==> src/rtl/apb_pkg.sv <==
// ---------------------------------------------------------------------------
// apb_pkg
//   Shared definitions for the APB requester:
//   - default bus widths and the decode upper address limit
//   - response error codes carried on rsp_err
//   - controller state encoding
// ---------------------------------------------------------------------------
package apb_pkg;

  localparam int DEF_DATA_WIDTH       = 8;
  localparam int DEF_ADDR_WIDTH       = 8;
  localparam int DEF_UPPER_ADDR_LIMIT = 200;

  // Response status codes
  localparam logic [1:0] ERR_OK  = 2'b00;  // transfer completed cleanly
  localparam logic [1:0] ERR_SLV = 2'b01;  // slave flagged pslverr
  localparam logic [1:0] ERR_TMO = 2'b10;  // no pready within the timeout
  localparam logic [1:0] ERR_DEC = 2'b11;  // address outside the mapped range

  typedef enum logic [1:0] {
    IDLE   = 2'd0,
    SETUP  = 2'd1,
    ACCESS = 2'd2,
    RESP   = 2'd3
  } apb_state_e;

endpackage

==> src/rtl/apb_slave_decode.sv <==
// ---------------------------------------------------------------------------
// apb_slave_decode
//   Purely combinational address decoder. The slave index is taken from the
//   top log2(NUM_SLAVES) address bits; addresses at or above UPPER_ADDR_LIMIT
//   are flagged as a decode error.
//
//   addr_i     in  ADDR_WIDTH   command address
//   sel_o      out NUM_SLAVES   one-hot select for the addressed slave
//   idx_o      out IDX_W        binary slave index
//   dec_err_o  out 1            address is outside the mapped range
// ---------------------------------------------------------------------------
module apb_slave_decode
  import apb_pkg::*;
#(
  parameter int ADDR_WIDTH       = DEF_ADDR_WIDTH,
  parameter int NUM_SLAVES       = 2,
  parameter int UPPER_ADDR_LIMIT = DEF_UPPER_ADDR_LIMIT,
  parameter int IDX_W            = $clog2(NUM_SLAVES)
) (
  input  logic [ADDR_WIDTH-1:0] addr_i,
  output logic [NUM_SLAVES-1:0] sel_o,
  output logic [IDX_W-1:0]      idx_o,
  output logic                  dec_err_o
);

  // Compare in a width wide enough for both the address and the limit so a
  // limit that does not fit in ADDR_WIDTH bits is not silently truncated.
  localparam int CMP_W = ADDR_WIDTH + 32;

  assign idx_o     = addr_i[ADDR_WIDTH-1 -: IDX_W];
  assign dec_err_o = CMP_W'(addr_i) >= CMP_W'(UPPER_ADDR_LIMIT);

  for (genvar gi = 0; gi < NUM_SLAVES; gi++) begin : g_sel
    assign sel_o[gi] = (idx_o == IDX_W'(gi));
  end

endmodule

==> src/rtl/apb_master_ctrl.sv <==
// ---------------------------------------------------------------------------
// apb_master_ctrl
//   APB requester. Takes one read/write command at a time on a valid/ready
//   port, runs IDLE -> SETUP -> ACCESS toward the addressed slave, honours
//   pready wait states with an optional timeout, and returns read data plus
//   status on a valid/ready response port.
//
//   pclk, preset         clock (rising edge), synchronous active-high reset
//   cmd_valid/cmd_ready  command handshake (cmd_ready is combinational)
//   cmd_write/addr/wdata command direction, address, write data
//   rsp_valid/rsp_ready  response handshake
//   rsp_rdata, rsp_err   read data (0 for writes/errors) and status code
//   psel, penable, pwrite, paddr, pwdata     APB request side
//   prdata, pready, pslverr                  per-slave APB return side
// ---------------------------------------------------------------------------
module apb_master_ctrl
  import apb_pkg::*;
#(
  parameter int DATA_WIDTH       = DEF_DATA_WIDTH,
  parameter int ADDR_WIDTH       = DEF_ADDR_WIDTH,
  parameter int NUM_SLAVES       = 2,
  parameter int UPPER_ADDR_LIMIT = DEF_UPPER_ADDR_LIMIT,
  parameter int TIMEOUT_CYCLES   = 16
) (
  input  logic                             pclk,
  input  logic                             preset,
  input  logic                             cmd_valid,
  output logic                             cmd_ready,
  input  logic                             cmd_write,
  input  logic [ADDR_WIDTH-1:0]            cmd_addr,
  input  logic [DATA_WIDTH-1:0]            cmd_wdata,
  output logic                             rsp_valid,
  input  logic                             rsp_ready,
  output logic [DATA_WIDTH-1:0]            rsp_rdata,
  output logic [1:0]                       rsp_err,
  output logic [NUM_SLAVES-1:0]            psel,
  output logic                             penable,
  output logic                             pwrite,
  output logic [ADDR_WIDTH-1:0]            paddr,
  output logic [DATA_WIDTH-1:0]            pwdata,
  input  logic [NUM_SLAVES*DATA_WIDTH-1:0] prdata,
  input  logic [NUM_SLAVES-1:0]            pready,
  input  logic [NUM_SLAVES-1:0]            pslverr
);

  localparam int IDX_W = $clog2(NUM_SLAVES);
  localparam int CNT_W = (TIMEOUT_CYCLES > 1) ? $clog2(TIMEOUT_CYCLES + 1) : 1;
  // Counter value during the final permitted ACCESS cycle.
  localparam logic [CNT_W-1:0] TMO_LAST =
    CNT_W'((TIMEOUT_CYCLES > 0) ? TIMEOUT_CYCLES - 1 : 0);

  apb_state_e state_q, state_d;

  logic [NUM_SLAVES-1:0] psel_q,      psel_d;
  logic                  penable_q,   penable_d;
  logic                  pwrite_q,    pwrite_d;
  logic [ADDR_WIDTH-1:0] paddr_q,     paddr_d;
  logic [DATA_WIDTH-1:0] pwdata_q,    pwdata_d;
  logic [IDX_W-1:0]      idx_q,       idx_d;
  logic                  rsp_valid_q, rsp_valid_d;
  logic [DATA_WIDTH-1:0] rsp_rdata_q, rsp_rdata_d;
  logic [1:0]            rsp_err_q,   rsp_err_d;
  logic [CNT_W-1:0]      cnt_q,       cnt_d;

  logic [NUM_SLAVES-1:0] dec_sel;
  logic [IDX_W-1:0]      dec_idx;
  logic                  dec_err;

  logic [DATA_WIDTH-1:0] prdata_arr [NUM_SLAVES];

  apb_slave_decode #(
    .ADDR_WIDTH       (ADDR_WIDTH),
    .NUM_SLAVES       (NUM_SLAVES),
    .UPPER_ADDR_LIMIT (UPPER_ADDR_LIMIT),
    .IDX_W            (IDX_W)
  ) u_decode (
    .addr_i    (cmd_addr),
    .sel_o     (dec_sel),
    .idx_o     (dec_idx),
    .dec_err_o (dec_err)
  );

  for (genvar gi = 0; gi < NUM_SLAVES; gi++) begin : g_prdata
    assign prdata_arr[gi] = prdata[gi*DATA_WIDTH +: DATA_WIDTH];
  end

  // IDLE is the only accept point; reset masks it so no command is taken on
  // an edge that the reset is about to override.
  assign cmd_ready = (state_q == IDLE) && !preset;

  always_ff @(posedge pclk) begin
    if (preset) begin
      state_q     <= IDLE;
      psel_q      <= '0;
      penable_q   <= 1'b0;
      pwrite_q    <= 1'b0;
      paddr_q     <= '0;
      pwdata_q    <= '0;
      idx_q       <= '0;
      rsp_valid_q <= 1'b0;
      rsp_rdata_q <= '0;
      rsp_err_q   <= ERR_OK;
      cnt_q       <= '0;
    end else begin
      state_q     <= state_d;
      psel_q      <= psel_d;
      penable_q   <= penable_d;
      pwrite_q    <= pwrite_d;
      paddr_q     <= paddr_d;
      pwdata_q    <= pwdata_d;
      idx_q       <= idx_d;
      rsp_valid_q <= rsp_valid_d;
      rsp_rdata_q <= rsp_rdata_d;
      rsp_err_q   <= rsp_err_d;
      cnt_q       <= cnt_d;
    end
  end

  always_comb begin
    state_d     = state_q;
    psel_d      = psel_q;
    penable_d   = penable_q;
    pwrite_d    = pwrite_q;
    paddr_d     = paddr_q;
    pwdata_d    = pwdata_q;
    idx_d       = idx_q;
    rsp_valid_d = rsp_valid_q;
    rsp_rdata_d = rsp_rdata_q;
    rsp_err_d   = rsp_err_q;
    cnt_d       = cnt_q;

    unique case (state_q)
      IDLE: begin
        if (cmd_valid && cmd_ready) begin
          pwrite_d = cmd_write;
          paddr_d  = cmd_addr;
          pwdata_d = cmd_wdata;
          idx_d    = dec_idx;
          cnt_d    = '0;
          if (dec_err) begin
            // Out-of-range address: answer immediately, no APB activity.
            rsp_valid_d = 1'b1;
            rsp_rdata_d = '0;
            rsp_err_d   = ERR_DEC;
            state_d     = RESP;
          end else begin
            psel_d  = dec_sel;
            state_d = SETUP;
          end
        end
      end

      SETUP: begin
        penable_d = 1'b1;
        state_d   = ACCESS;
      end

      ACCESS: begin
        cnt_d = cnt_q + 1'b1;
        if (pready[idx_q]) begin
          // Read data is only meaningful for a clean read.
          rsp_rdata_d = (!pwrite_q && !pslverr[idx_q]) ? prdata_arr[idx_q] : '0;
          rsp_err_d   = pslverr[idx_q] ? ERR_SLV : ERR_OK;
          rsp_valid_d = 1'b1;
          psel_d      = '0;
          penable_d   = 1'b0;
          state_d     = RESP;
        end else if ((TIMEOUT_CYCLES != 0) && (cnt_q == TMO_LAST)) begin
          rsp_rdata_d = '0;
          rsp_err_d   = ERR_TMO;
          rsp_valid_d = 1'b1;
          psel_d      = '0;
          penable_d   = 1'b0;
          state_d     = RESP;
        end
      end

      RESP: begin
        if (rsp_ready) begin
          rsp_valid_d = 1'b0;
          cnt_d       = '0;
          state_d     = IDLE;
        end
      end

      default: state_d = IDLE;
    endcase
  end

  assign psel      = psel_q;
  assign penable   = penable_q;
  assign pwrite    = pwrite_q;
  assign paddr     = paddr_q;
  assign pwdata    = pwdata_q;
  assign rsp_valid = rsp_valid_q;
  assign rsp_rdata = rsp_rdata_q;
  assign rsp_err   = rsp_err_q;

endmodule

==> config.mk <==
export PLATFORM = sky130hd
export DESIGN_NAME = apb_master_ctrl
export DESIGN_NICKNAME = d
export VERILOG_FILES = /design/src/rtl/apb_pkg.sv /design/src/rtl/apb_slave_decode.sv /design/src/rtl/apb_master_ctrl.sv
export SDC_FILE = /design/constraint.sdc
export NUM_CORES = 1
export LEC_CHECK = 0
export ABC_AREA = 1
export BUFFER_PORTS_ARGS = -buffer_cell sky130_fd_sc_hd__buf_2
export CELL_PAD_IN_SITES_DETAIL_PLACEMENT = 0
export CELL_PAD_IN_SITES_GLOBAL_PLACEMENT = 1
export CORE_AREA = 2 2 83 85
export DETAILED_ROUTE_END_ITERATION = 10
export DIE_AREA = 0 0 85 87
export PLACE_DENSITY = 0.74
export SYNTH_ARGS = -nofsm -noshare
export SYNTH_HDL_FRONTEND = slang
export SYNTH_SLANG_ARGS = --single-unit
==> constraint.sdc <==
create_clock -name pclk -period 1.5 [get_ports pclk]
set_input_delay 0 -clock pclk [delete_from_list [all_inputs] [get_ports pclk]]
set_output_delay 0 -clock pclk [all_outputs]
set_load 0.03 [all_outputs]
==> run metrics <==
detailed-route vias per instance=4.315; Max VDD drop=0.7558 mV; number of flops mapped to enable cells by yosys=0; I/O pin cnt=73; Overflow after GRT=0; Yosys reg bits=38; first-pass GRT wire length=8307 um; f_max=0.6383 GHz; layout cells sized above 1=0.3446; post-synth net total=320; total chip power=4.313 mW; Worst Slack Setup Final=-66.68 ps; Reg power frac=0.316; Area contributors post-synth=dfxtp_1, nand2_1, nand3_1, nor2_1, inv_1; P_leak=1.411 nW; dpl hpwl=3660 um; WL/cell=11.22 um; Pre-Repair DR Iteration Count=4; pwr dens=1552 mW/mm2; switching pwr=1.880 mW; Post-Syn Area=0.001831 mm2; status=complete, but fails checks; Final #Nets=429; dpl cells=435; IO buf count=72; clock power share=0.167; HP Class=input pin to flop; worst skew pair latency=290 ps; Power Internal=2.433 mW; largest net degree at the start of global routing=32; Clock Path Buffers=2; switching part of the total=0.4359; Die W=85 um; Slew Viols, Final=0; most frequent cells in the layout=nand2_1, buf_2, dfxtp_1; Layout area overhead=51.81%; Fill cells=712; count of different cell masters after synthesis=24; most common cell after layout, fill and taps aside=nand2_1; worst path required time=1690 ps; leading area contributor after synthesis=dfxtp_1; crit path DAT=1760 ps; post-synthesis sequential area ratio=0.4156; Critical Path Fanout Max=13; Initial Utilization=0.2787; Primary FF master, synth=dfxtp_1; Core Box Area=0.006569 mm2; Root Driver=clkbuf_8; Post-Layout Cell Count=463; CP endpoint kind=flop; starting DRC count in detailed routing=55; Clock Pin Slew Worst Setup and Hold Paths=70 ps; DIE AREA=0.007395 mm2; Worst-Margin Slew=320.1 ps; GRT Total Usage=0.1412; failing checks=setup timing; Hold Fails Final Rpt=0; Setup CP Type=flop to flop; final RePlAce weighted congestion=0.7516; antenna fix cells=0; number of remaining DRC errors=0; hold path start=cmd_addr[7]; CP startpoint kind=flop; antenna violations before repair=0; combinational power share=0.516; total number of vias=1,998; RSZ-0062 raised after global routing=true; final setup vio count=14; Num CTS Buffers=5; die height=87 um; syn avg cell area=6.705 um2; Rel. slew slack=0.7866; CP Launch Point=cnt_q[1]; Core Rows=30; antenna-violating nets left=0; number of H-tree levels=2; Clock Skews=2.203 ps; post-route cell area=0.002779 mm2; Tmin final=1567 ps; Max-cap violations=0; Post-Route WL=5197 um; CTS tree=done; vias in the first global route=1,890; worst r2r src=cnt_q[1]; asr flop ratio synth=0; clk sink count=38; synth warn=0; share of the synthesized area in the top cell type=0.4156; Final Cycle Share=1.044; Mapped Cells=273; Placed Instance Area=0.002401 mm2
==> metal layers <==
metal / vias up / wire length [um] / track usage
met1: 864 / 2285 / 0.1632
met3: 10 / 346 / 0.03886
met5: - / 0 / 0
met2: 57 / 2480 / 0.2536
li1: 1067 / - / -
met4: 0 / 85 / 0.04329
==> critical path, stage by stage (launching register included) <==
cell and delay (ps):
dfxtp_2 360, ha_4 130, inv_2 30, nor3_2 110
ha_2 210, inv_1 40, nand4_1 120, nand2_4 140
inv_8 120, nand3_1 90, nand2_1 70, nor2_1 40
==> per-stage QoR <==
stage	setup TNS (ps)	hold WS, ps	setup slack [ps]	util
after floorplan	0	69.07	14.36	-
after global placement	-2014	195.7	-92.03	0.3655
after detailed placement	-2995	202.8	-145.4	0.3655
after CTS	-1240	42.16	-102.0	0.4116
after global routing	-2726	106.4	-186.1	0.4230
final	-577.1	57.28	-66.68	0.4230
==> power groups by stage <==
stage	Sequential, mW	Clock, mW	Combinational [mW]
after floorplan	1.75	0	0.976
after global placement	1.38	0	1.96
after detailed placement	1.38	0	1.97
after CTS	1.36	0.751	2.13
after global routing	1.40	0.789	2.47
final	1.36	0.722	2.23
==> flip-flops by register name (all words and copies together), names as in the netlist <==
signal / count
rsp_valid: 1
pwrite: 1
rsp_rdata: 8
paddr: 8
cnt_q: 5
rsp_err: 2
penable: 1
psel: 2
pwdata: 8
state_q: 2
==> final timing paths <==
kind	endpoint	slack (ps)	cells after the start
worst max register to register	rsp_rdata[1]	-70	11
worst min-delay path	paddr[7]	60	3
worst max-delay path	rsp_rdata[1]	-70	11
worst min register to register	paddr[4]	460	2
==> Yosys cell counts, types with 2 or more instances <==
library cell	n
nor2_4	2
nand2_1	97
inv_2	2
nand3_1	31
buf_6	2
inv_1	21
a21oi_1	8
o21ai_0	7
nand2_2	3
buf_2	3
nor2_1	36
clkbuf_1	4
dfxtp_1	38
ha_1	6
nor3_1	4
==> final cells by class <==
type,count,area [um2],share of cell area
repair inverters,1,7.507,0.002701
inverters,23,97.59,0.03512
flip-flops and latches,38,763.2,0.2747
repair buffers,111,699.4,0.2517
clock buffers,7,86.33,0.03107
multi-input cells,202,1020,0.3670
well taps,80,100.1,0.03602
clock inverters,1,5.005,0.001801
==> repair_timing <==
action	CTS	global route
setup buffers	0	1
hold buffers	17	0
resized for setup	10	14
cloned	1	1
pin swaps	3	9
endpoints found under the hold margin	19	0
setup endpoints to repair	33	34
==> cells by family (layout without fill, tap and decap cells) <==
group,after synthesis,after routing,share of synthesized area
compound gates,17,17,0.04990
buf+inv,34,143,0.08202
simple gates,177,178,0.4067
xor+xnor,1,1,0.004786
flops,38,38,0.4156
fa+ha+maj,6,6,0.04101
Power figures use the tool's default switching activity.
